===== src/rtl/instr_fetch_unit.sv =====
// Instruction fetch: one request in flight, 2-entry {pc,instr} buffer to decode; response-to-if_valid is 1 cycle (0 with IFU_BYPASS_EN).
// Requests are held off while the buffer is full or a request is in flight; redirects flush the buffer and drop in-flight data.
module instr_fetch_unit #(
    parameter int              XLEN     = 32,
    parameter logic [XLEN-1:0] RESET_PC = '0
) (
    input  logic            clk,
    input  logic            rst_n,
    input  logic            redirect_valid,
    input  logic [XLEN-1:0] redirect_pc,
    output logic            imem_req_valid,
    output logic [XLEN-1:0] imem_req_addr,
    input  logic            imem_req_ready,
    input  logic            imem_rsp_valid,
    input  logic [XLEN-1:0] imem_rsp_data,
    output logic            if_valid,
    output logic [XLEN-1:0] if_pc,
    output logic [XLEN-1:0] if_instr,
    input  logic            if_ready
);

    logic [XLEN-1:0] r_fetch_pc;
    logic [XLEN-1:0] r_inflight_pc;
    logic            r_outstanding;
    logic            r_drop;
    logic            r_stale;
    logic [XLEN-1:0] r_fifo_pc    [0:1];
    logic [XLEN-1:0] r_fifo_instr [0:1];
    logic            r_rd_ptr;
    logic            r_wr_ptr;
    logic [1:0]      r_count;

    logic w_req_acc;
    logic w_rsp_own;
    logic w_rsp_live;
    logic w_bypass;
    logic w_fifo_nempty;
    logic w_pop;
    logic w_push;
    logic [1:0] w_unused_pc_lsb;

    assign w_unused_pc_lsb = redirect_pc[1:0];

    assign imem_req_valid = rst_n && !redirect_valid && !r_outstanding && (r_count < 2'd2);
    assign imem_req_addr  = r_fetch_pc;
    assign w_req_acc      = imem_req_valid && imem_req_ready;

    // r_stale marks a response still owed by a request that was cut off by reset
    assign w_rsp_own     = imem_rsp_valid && !r_stale;
    assign w_rsp_live    = w_rsp_own && !r_drop && !redirect_valid;
    assign w_fifo_nempty = (r_count != 2'd0);
`ifdef IFU_BYPASS_EN
    assign w_bypass = w_rsp_live && !w_fifo_nempty;
`else
    assign w_bypass = 1'b0;
`endif

    assign if_valid = rst_n && (w_fifo_nempty || w_bypass);
    assign w_pop    = rst_n && if_ready && w_fifo_nempty;
    assign w_push   = w_rsp_live && !(w_bypass && if_ready);

    always_comb begin
        if_pc    = '0;
        if_instr = '0;
        if (rst_n && w_fifo_nempty) begin
            if_pc    = r_fifo_pc[r_rd_ptr];
            if_instr = r_fifo_instr[r_rd_ptr];
        end
`ifdef IFU_BYPASS_EN
        else if (rst_n && w_bypass) begin
            if_pc    = r_inflight_pc;
            if_instr = imem_rsp_data;
        end
`endif
    end

    always_ff @(posedge clk) begin
        if (!rst_n) begin
            r_fetch_pc    <= RESET_PC;
            r_outstanding <= 1'b0;
            r_drop        <= 1'b0;
            r_stale       <= (r_stale || r_outstanding) && !imem_rsp_valid;
            r_rd_ptr      <= 1'b0;
            r_wr_ptr      <= 1'b0;
            r_count       <= 2'd0;
        end else begin
            if (imem_rsp_valid)
                r_stale <= 1'b0;
            if (w_rsp_own)
                r_outstanding <= 1'b0;
            if (w_req_acc) begin
                r_outstanding <= 1'b1;
                r_inflight_pc <= r_fetch_pc;
                r_fetch_pc    <= r_fetch_pc + XLEN'(4);
            end
            if (redirect_valid) begin
                r_fetch_pc <= {redirect_pc[XLEN-1:2], 2'b00};
                r_drop     <= r_outstanding && !w_rsp_own;
                r_rd_ptr   <= 1'b0;
                r_wr_ptr   <= 1'b0;
                r_count    <= 2'd0;
            end else begin
                if (w_rsp_own)
                    r_drop <= 1'b0;
                if (w_push) begin
                    r_fifo_pc[r_wr_ptr]    <= r_inflight_pc;
                    r_fifo_instr[r_wr_ptr] <= imem_rsp_data;
                    r_wr_ptr               <= ~r_wr_ptr;
                end
                if (w_pop)
                    r_rd_ptr <= ~r_rd_ptr;
                r_count <= r_count + {1'b0, w_push} - {1'b0, w_pop};
            end
        end
    end

endmodule


===== config.mk =====
export PLATFORM = sky130hd
export DESIGN_NAME = instr_fetch_unit
export DESIGN_NICKNAME = d
export VERILOG_FILES = /design/src/rtl/instr_fetch_unit.sv
export SDC_FILE = /design/constraint.sdc
export NUM_CORES = 1
export LEC_CHECK = 0
export ABC_AREA = 1
export BUFFER_PORTS_ARGS = -buffer_cell sky130_fd_sc_hd__buf_4
export CAP_MARGIN = 40
export CORE_UTILIZATION = 55
export DETAILED_ROUTE_END_ITERATION = 7
export GPL_TIMING_DRIVEN = 0
export HOLD_SLACK_MARGIN = 0.15
export MAX_ROUTING_LAYER = met4
export PLACE_DENSITY = 0.76
export SLEW_MARGIN = 30
export SYNTH_ARGS = -nofsm -noshare
export SYNTH_HDL_FRONTEND = slang
export SYNTH_SLANG_ARGS = --single-unit

===== constraint.sdc =====
create_clock -name clk -period 6.25 [get_ports clk]
set_input_delay 0.625 -clock clk [delete_from_list [all_inputs] [get_ports clk]]
set_output_delay 0.625 -clock clk [all_outputs]
set_load 0.01 [all_outputs]

# Word-level counts from Yosys, hierarchy flattened
# Memories as Yosys holds them, arrays and structs flattened. A register that Yosys moved wholly into a read port is not among the register bits.
# Index checks and enable logic that the tools add are counted.
# Widths: inputs -> output; s select.
# word_totals
input_bits	70
out_inout_bits	98
n_memories	2
mem_bits_rw	128
wordCells	61
reg_bits	71
# memory_table
name	depth	word_bits	rd	rd_ports_with_merged_regs	write_ports	line	source
r_fifo_instr	2	32	1	1	1	28	logic [XLEN-1:0] r_fifo_instr [0:1];
r_fifo_pc	2	32	1	1	1	27	logic [XLEN-1:0] r_fifo_pc [0:1];
# classes
n_eq_ne	1
reduce_logical	25
n_bitwise	3
muxes	17
n_lt_le_gt_ge	1
n_addsub	3
# ops
op	n
$mux 32	4
$add 32x3->32 const B	1
$mux 1	13
$logic_and 1x1->1	12
$reduce_bool 2->1	4
$logic_not 1->1	6
$not 1->1	3
$add 2x1->2	1
$lt 2x2->1 const B	1
$ne 2x1->1 const B	1
$reduce_and 2->1	1
$reduce_or 2->1	1
$sub 2x1->2	1
$logic_or 1x1->1	1

# Logic depth before layout (Yosys ltp)
# Gate-level depths: netlist (run 1).
# logic_depth
ltp_word	8
ltp_mapped	11
mapped_depth_nobuf	10

# Worst setup path after synthesis (run 1)
# OpenSTA, ideal clock, no wires.
# synth_path
kind	input to register
from	input redirect_valid
to	memory r_fifo_instr[0][0] (enable)
required_ns	5.691
arrival_ns	5.221
path_buffers	1
path_slack_ns	0.470
setup_time_ns	0.559
stages	4
cell_sequence	buf_2 -> nor2_1 -> nand2_1 -> nor3_1
# synth_between
elab_chain_cells	6
# synth_lines
item	line	source
from (decl)	9	input logic redirect_valid,
$logic_not 1->1	50	assign w_rsp_live = w_rsp_own && !r_drop && !redirect_valid;
$logic_and 1x1->1	50	
$mux 1	105	if (w_push) begin
$mux 1 *	96	if (redirect_valid) begin
$mux 1 *	78	if (!rst_n) begin
$mux 1 (not written as such) *	107	r_fifo_instr[r_wr_ptr] <= imem_rsp_data;
to (decl)	28	
# Every way passes the cells marked *; elsewhere a longest branch is shown, timed or not.

==> results.sh, run 1 <==
export IMPL_crit_type="register to output pin"
export IMPL_maxSlewViolCount=0
export IMPL_areaGrowthSynthToFinish_pct=25.5
export IMPL_setup_viol=0
export IMPL_diodes=0
export IMPL_fp_dieW_um=126
export IMPL_initial_utilization=0.573
export IMPL_die_y_um=126
export IMPL_slowest_delay_ps=380
export IMPL_cts_max_level=4
export IMPL_netlist_area_sq_mm=0.00845
export IMPL_ctsResizeCount=0
export IMPL_yosys_register_bits=192
export IMPL_worstPathArrival_ps=2080
export IMPL_finish_instance_area_sq_mm=0.0106
export IMPL_vias=5995
export IMPL_synth_cell_types=35
export IMPL_cts_tree="built"
export IMPL_grt_max_degree=40
export IMPL_dr_first_iter_drc_count=406
export IMPL_skew_ps=7.91
export IMPL_rsz0062_at_grt="false"
export IMPL_io_pins=168
export IMPL_ir_drop_uv=185
export IMPL_numPortBuffers=159
export IMPL_grt_overflow_total=0
export IMPL_mostFrequentLayoutCell="nand2_1"
export IMPL_clkSinkCount=192
export IMPL_p_int_mw=2.04
export IMPL_drt_pass1_iter_count=5
export IMPL_dpl_worst_slack_ps=3490
export IMPL_core_region_area_sq_mm=0.0148
export IMPL_powerDensity_mw_per_mm2=250
export IMPL_min_period_over_period=0.432
export IMPL_clkPwrFrac=0.387
export IMPL_cp_end_kind="output pin"
export IMPL_start_kind="register"
export IMPL_placementRows=44
export IMPL_wl_um=18200
export IMPL_synthTopCellsByArea="edfxtp_1 55%, dfxtp_1 8.8%, mux2_2 8.3%, nand2_1 8.0%, inv_1 5.5%"
export IMPL_postCtsSetupBuffers=0
export IMPL_synth_edf_count=155
export IMPL_fin_crit_ps=2700
export IMPL_layout_common_cells="181 x nand2_1, 176 x buf_4, 155 x edfxtp_1, 124 x inv_1, 62 x mux2_2"
export IMPL_grt_pass1_vias=5833
export IMPL_hold_viol=0
export IMPL_synth_avg_cell_area_sq_um=10.9
export IMPL_placed_area_sq_mm=0.0100
export IMPL_ant_nets=0
export IMPL_synth_top_area_frac=0.551
export IMPL_vias_per_cell=5.12
export IMPL_root_buffer="clkbuf_16"
export IMPL_antenna_found_initial=0
export IMPL_p_sw_mw=0.609
export IMPL_layout_nets=1046
export IMPL_drive_above_1_share=0.319
export IMPL_synth_top_cell_by_area="edfxtp_1"
export IMPL_synth_warnings=0
export IMPL_synthCells=774
export IMPL_required_ps=5620
export IMPL_relSlewSlack=0.562
export IMPL_drc=0
export IMPL_hp_class="input pin to register"
export IMPL_fillers=1104
export IMPL_power_leakage_nw=4.61
export IMPL_dieArea_sq_mm=0.0159
export IMPL_fmax_mhz=370
export IMPL_ctsHoldBuffers=0
export IMPL_max_cap_violations=0
export IMPL_power_frac_comb=0.069
export IMPL_ys_flop_type="edfxtp_1"
export IMPL_switching_share=0.230
export IMPL_gp_congestion=0.896
export IMPL_status="finished, final reports clean"
export IMPL_worst_slack_ps=3550
export IMPL_cts_buffers_inserted=17
export IMPL_ys_seq_area_frac=0.639
export IMPL_cp_cell_sequence="clkbuf_1 -> buf_2 -> mux2_2 -> nand2_1 -> inv_1 -> buf_4"
export IMPL_post_dp_hpwl_um=12900
export IMPL_clk_latency_ps=420
export IMPL_crit_slowest_cell="mux2_2"
export IMPL_path_clk_slew_ps=70
export IMPL_final_core_util=0.719
export IMPL_p_seq_frac=0.544
export IMPL_cts_buffer_depth=2
export IMPL_grt_pass1_wl_um=29000
export IMPL_grt_usage=0.244
export IMPL_worstMarginPinSlew_ps=654
export IMPL_cp_max_fo=10
export IMPL_async_flop_share=0
export IMPL_wl_per_cell_um=15.6
per-layer routing:
layer  GRT usage  part of all wire
met5           -                 0
met2       0.400              0.49
met4      0.0780             0.016
met1       0.305              0.43
met3      0.0523             0.067
cell families (layout without fill, tap and decap cells):
logic type | Yosys count | in the layout | synth area share
AOI/OAI and AO/OA | 68 | 68 | 0.0431
muxes | 62 | 62 | 0.0827
xor gates and xnor gates | 5 | 5 | 0.00518
adders and majority gates | 3 | 3 | 0.00444
DFF | 192 | 192 | 0.639
and+or+nand+nor | 286 | 286 | 0.148
buffers and inverters | 157 | 366 | 0.0773
other | 1 | 4 | 0.000444
cell usage after synthesis (2+ instances only):
cell type / instances
a21oi_1: 24
a22oi_1: 2
a31oi_1: 4
and2_1: 3
buf_1: 5
buf_2: 8
buf_4: 4
buf_6: 5
clkbuf_1: 7
dfxtp_1: 37
edfxtp_1: 155
ha_1: 3
inv_1: 124
inv_2: 3
mux2_2: 62
nand2_1: 181
nand2_2: 5
nand2_4: 2
nand3_1: 35
nor2_1: 40
nor2_2: 6
nor2_4: 6
nor3_1: 5
o211ai_1: 3
o21ai_0: 24
o21ai_1: 9
xor2_1: 4
state kept, by name, indices dropped and copies added, names as in the netlist, named ones only:
signal	count
r_fifo_instr	64
r_fifo_pc	60
imem_req_addr	30
r_inflight_pc	30
r_count	2
r_drop	1
r_outstanding	1
r_rd_ptr	1
r_stale	1
r_wr_ptr	1
critical path, delay by kind of cell, from the launching register on:
family                 cells  cell delay [ps]
buffers and inverters      4              900
DFF                        1              310
and+or+nand+nor            1               70
muxes                      1              380
stage by stage:
stage | std cells | power (mW) | hold WS (ps) | TNS (ps)
floorplan | 777 | 1.55 | 421 | 0
global placement | 1120 | 1.65 | 423 | -269070
detailed placement | 1138 | 1.65 | 429 | 0
CTS | 1170 | 2.66 | 368 | 0
global route | 1170 | 2.73 | 361 | 0
finish | 1170 | 2.65 | 381 | 0
power by group through the flow:
stage | Clock (mW) | Combinational (mW) | Sequential, mW
global route | 1.08 | 0.201 | 1.45
detailed placement | 0 | 0.182 | 1.47
global placement | 0 | 0.173 | 1.47
finish | 1.02 | 0.183 | 1.44
CTS | 1.03 | 0.183 | 1.44
floorplan | 0 | 0.0858 | 1.47
final timing paths:
path | cells after the start | endpoint | slack [ps] | startpoint
min | 1 | r_fifo_instr[0][8]$_DFFE_PP_ | 380 | imem_rsp_data[8]
min reg2reg | 0 | r_fifo_pc[1][22]$_DFFE_PP_ | 440 | r_inflight_pc[22]$_DFFE_PP_
max reg2reg | 7 | r_fifo_pc[1][26]$_DFFE_PP_ | 3870 | r_stale$_SDFFCE_PP0P_
max | 6 | if_pc[10] | 3550 | register
area by class of cell:
cell class / instances / area, sq um / share of cell area
clock inverters: 12 / 101 / 0.00956
clock buffers: 20 / 457 / 0.0431
flip-flops and latches: 192 / 5400 / 0.509
well taps: 184 / 230 / 0.0217
repair buffers: 177 / 1350 / 0.127
plain buffers: 29 / 171 / 0.0162
inverters: 128 / 482 / 0.0454
multi-input cells: 428 / 2420 / 0.228
No activity file was read; power rests on OpenSTA's default activity.
==> run 2, diff against run 1 <==
--- a/config.mk
+++ b/config.mk
@@ -8,12 +8,12 @@
 export ABC_AREA = 1
 export BUFFER_PORTS_ARGS = -buffer_cell sky130_fd_sc_hd__buf_4
 export CAP_MARGIN = 40
-export CORE_UTILIZATION = 55
+export CORE_UTILIZATION = 50
 export DETAILED_ROUTE_END_ITERATION = 7
 export GPL_TIMING_DRIVEN = 0
 export HOLD_SLACK_MARGIN = 0.15
 export MAX_ROUTING_LAYER = met4
-export PLACE_DENSITY = 0.76
+export PLACE_DENSITY = 0.72
 export SLEW_MARGIN = 30
 export SYNTH_ARGS = -nofsm -noshare
 export SYNTH_HDL_FRONTEND = slang
==> constraint.sdc (replaced) <==
create_clock -name clk -period 2.4 [get_ports clk]
set_input_delay 0.24 -clock clk [delete_from_list [all_inputs] [get_ports clk]]
set_output_delay 0.24 -clock clk [all_outputs]
set_load 0.01 [all_outputs]
==> run 2 against run 1 <==
Global-route usage decreased by 2.2 points. Critical path type is now input pin to register. Critical path depth rose by 2. Clock-buffer cell count fell by 2. Via count grew 0.82%. Clock power grew to 2.8 times the previous value. Utilization is 4.3 points lower. Largest cell class unchanged. Wire length shrank 1.7%. Die area is 9.8% higher. First-iteration DRC count down 9.1%.
==> results.sh, run 2 (same netlist as run 1, synthesis figures left out) <==
export IMPL_status="finished, final reports clean"
export IMPL_antenna_found_initial=0
export IMPL_cp_max_fo=14
export IMPL_cp_cell_sequence="dlygate4sd3_1 -> buf_6 -> inv_2 -> buf_2 -> nor3_4 -> buf_6 -> buf_6 -> buf_6"
export IMPL_crit_start="rst_n"
export IMPL_core_region_area_sq_mm=0.0165
export IMPL_slowest_delay_ps=560
export IMPL_numPortBuffers=159
export IMPL_grt_max_degree=40
export IMPL_postCtsSetupBuffers=0
export IMPL_die_y_um=132
export IMPL_mostFrequentLayoutCell="nand2_1"
export IMPL_drc=0
export IMPL_required_ps=2530
export IMPL_total_power_mw=7.17
export IMPL_relSlewSlack=0.580
export IMPL_reg2reg_depth=6
export IMPL_skew_ps=10.7
export IMPL_fin_crit_ps=2290
export IMPL_cts_tree="built"
export IMPL_min_from="redirect_pc[30]"
export IMPL_fmax_mhz=436
export IMPL_cts_buffer_depth=2
export IMPL_placed_area_sq_mm=0.0101
export IMPL_gp_congestion=0.882
export IMPL_cts_buffers_inserted=17
export IMPL_ant_nets=0
export IMPL_maxSlewViolCount=0
export IMPL_path_clk_slew_ps=70
export IMPL_initial_utilization=0.511
export IMPL_clkSinkCount=192
export IMPL_areaGrowthSynthToFinish_pct=32.2
export IMPL_hold_viol=0
export IMPL_min_period_over_period=0.956
export IMPL_grt_pass1_wl_um=29200
export IMPL_crit_top_cell="buf_6"
export IMPL_worstPathArrival_ps=2430
export IMPL_grt_usage=0.222
export IMPL_power_leakage_nw=4.81
export IMPL_layout_nets=1084
export IMPL_fp_dieW_um=132
export IMPL_largest_registers="r_fifo_instr x64, r_fifo_pc x60"
export IMPL_wl_um=17900
export IMPL_regMostFlops="r_fifo_instr"
export IMPL_clk_latency_ps=430
export IMPL_diodes=0
export IMPL_vias_per_cell=4.86
export IMPL_hp_class="input pin to register"
export IMPL_worstMarginPinSlew_ps=628
export IMPL_layout_common_cells="180 x nand2_1, 163 x buf_4, 155 x edfxtp_1, 124 x inv_1, 62 x mux2_2"
export IMPL_drive_above_1_share=0.307
export IMPL_powerDensity_mw_per_mm2=643
export IMPL_hold_path_depth=5
export IMPL_max_cap_violations=0
export IMPL_crit_type="input pin to register"
export IMPL_setup_viol=0
export IMPL_vias=6044
export IMPL_cp_end_kind="register"
export IMPL_crit_slowest_cell="nor3_4"
export IMPL_timing_rr_start="r_stale$_SDFFCE_PP0P_"
export IMPL_largest_reg_flops=64
export IMPL_finish_instance_area_sq_mm=0.0112
export IMPL_root_buffer="clkbuf_16"
export IMPL_rsz0062_at_grt="false"
export IMPL_post_dp_hpwl_um=12700
export IMPL_ir_drop_uv=598
export IMPL_drt_pass1_iter_count=6
export IMPL_wl_per_cell_um=14.4
export IMPL_placementRows=47
export IMPL_final_core_util=0.676
export IMPL_dr_first_iter_drc_count=369
export IMPL_grt_overflow_total=0
export IMPL_io_pins=168
export IMPL_fillers=1285
export IMPL_start_kind="input pin"
export IMPL_grt_pass1_vias=5853
export IMPL_cts_max_level=4
export IMPL_dieArea_sq_mm=0.0174
run 2: changes by cell type in the layout (fill, tap and decap cells not counted), sizes merged:
cell / delta
buf: -10
inv: -1
dlygate4sd3: +46
clkinv: +1
bufinv: +3
clkinvlp: -1
run 2: power by group:
| part | total [mW] | switching, mW | internal (mW) |
|---|---|---|---|
| logic | 0.537 | 0.259 | 0.277 |
| registers | 3.76 | 0.0784 | 3.68 |
| clock network | 2.88 | 1.22 | 1.66 |
run 2: timing repair:
action                                  in CTS  in global routing
endpoints found under the setup margin       0                 32
resized for setup                            0                  3
hold buffers                                46                  0
hold endpoints to repair                    79                  0
run 2: per-stage QoR:
stage	setup slack, ps	instances	hold WS, ps	setup TNS (ps)
after floorplan	-216	777	339	-22820
after detailed placement	207	1167	428	0
final	106	1244	174	0
after global routing	0.284	1244	182	0
after global placement	-1140	1156	422	-138560
after CTS	7.42	1245	151	0
run 2: path summary, 6_finish.rpt:
| kind | slack, ps | endpoint |
|---|---|---|
| worst max-delay path | 110 | r_fifo_pc[1][25]$_DFFE_PP_ |
| worst min-delay path | 170 | imem_req_addr[30]$_SDFFE_PN0P_ |
| worst max register to register | 250 | r_fifo_pc[1][25]$_DFFE_PP_ |
| worst min register to register | 440 | r_fifo_pc[1][9]$_DFFE_PP_ |
run 2: layout make-up:
type                            count  area [sq um]  share of cell area
Sequential cell                   192          5400               0.483
Buffer                             28           171              0.0154
Multi-Input combinational cell    428          2440               0.219
Tap cell                          220           275              0.0247
Inverter                          128           482              0.0432
Clock buffer                       18           429              0.0384
Timing Repair Buffer              216          1790               0.160
Clock inverter                     14           181              0.0163
run 2: critical path, delay by kind of cell:
kind	cells	cell delay (ps)
buf+inv	7	1610
simple gates	1	560
run 2: metal layers:
layer,track usage,up-vias,part of all wire
met5,-,-,0
met4,0.0775,0,0.014
met3,0.0358,25,0.066
met2,0.364,207,0.49
met1,0.281,2793,0.43
li1,-,3019,-
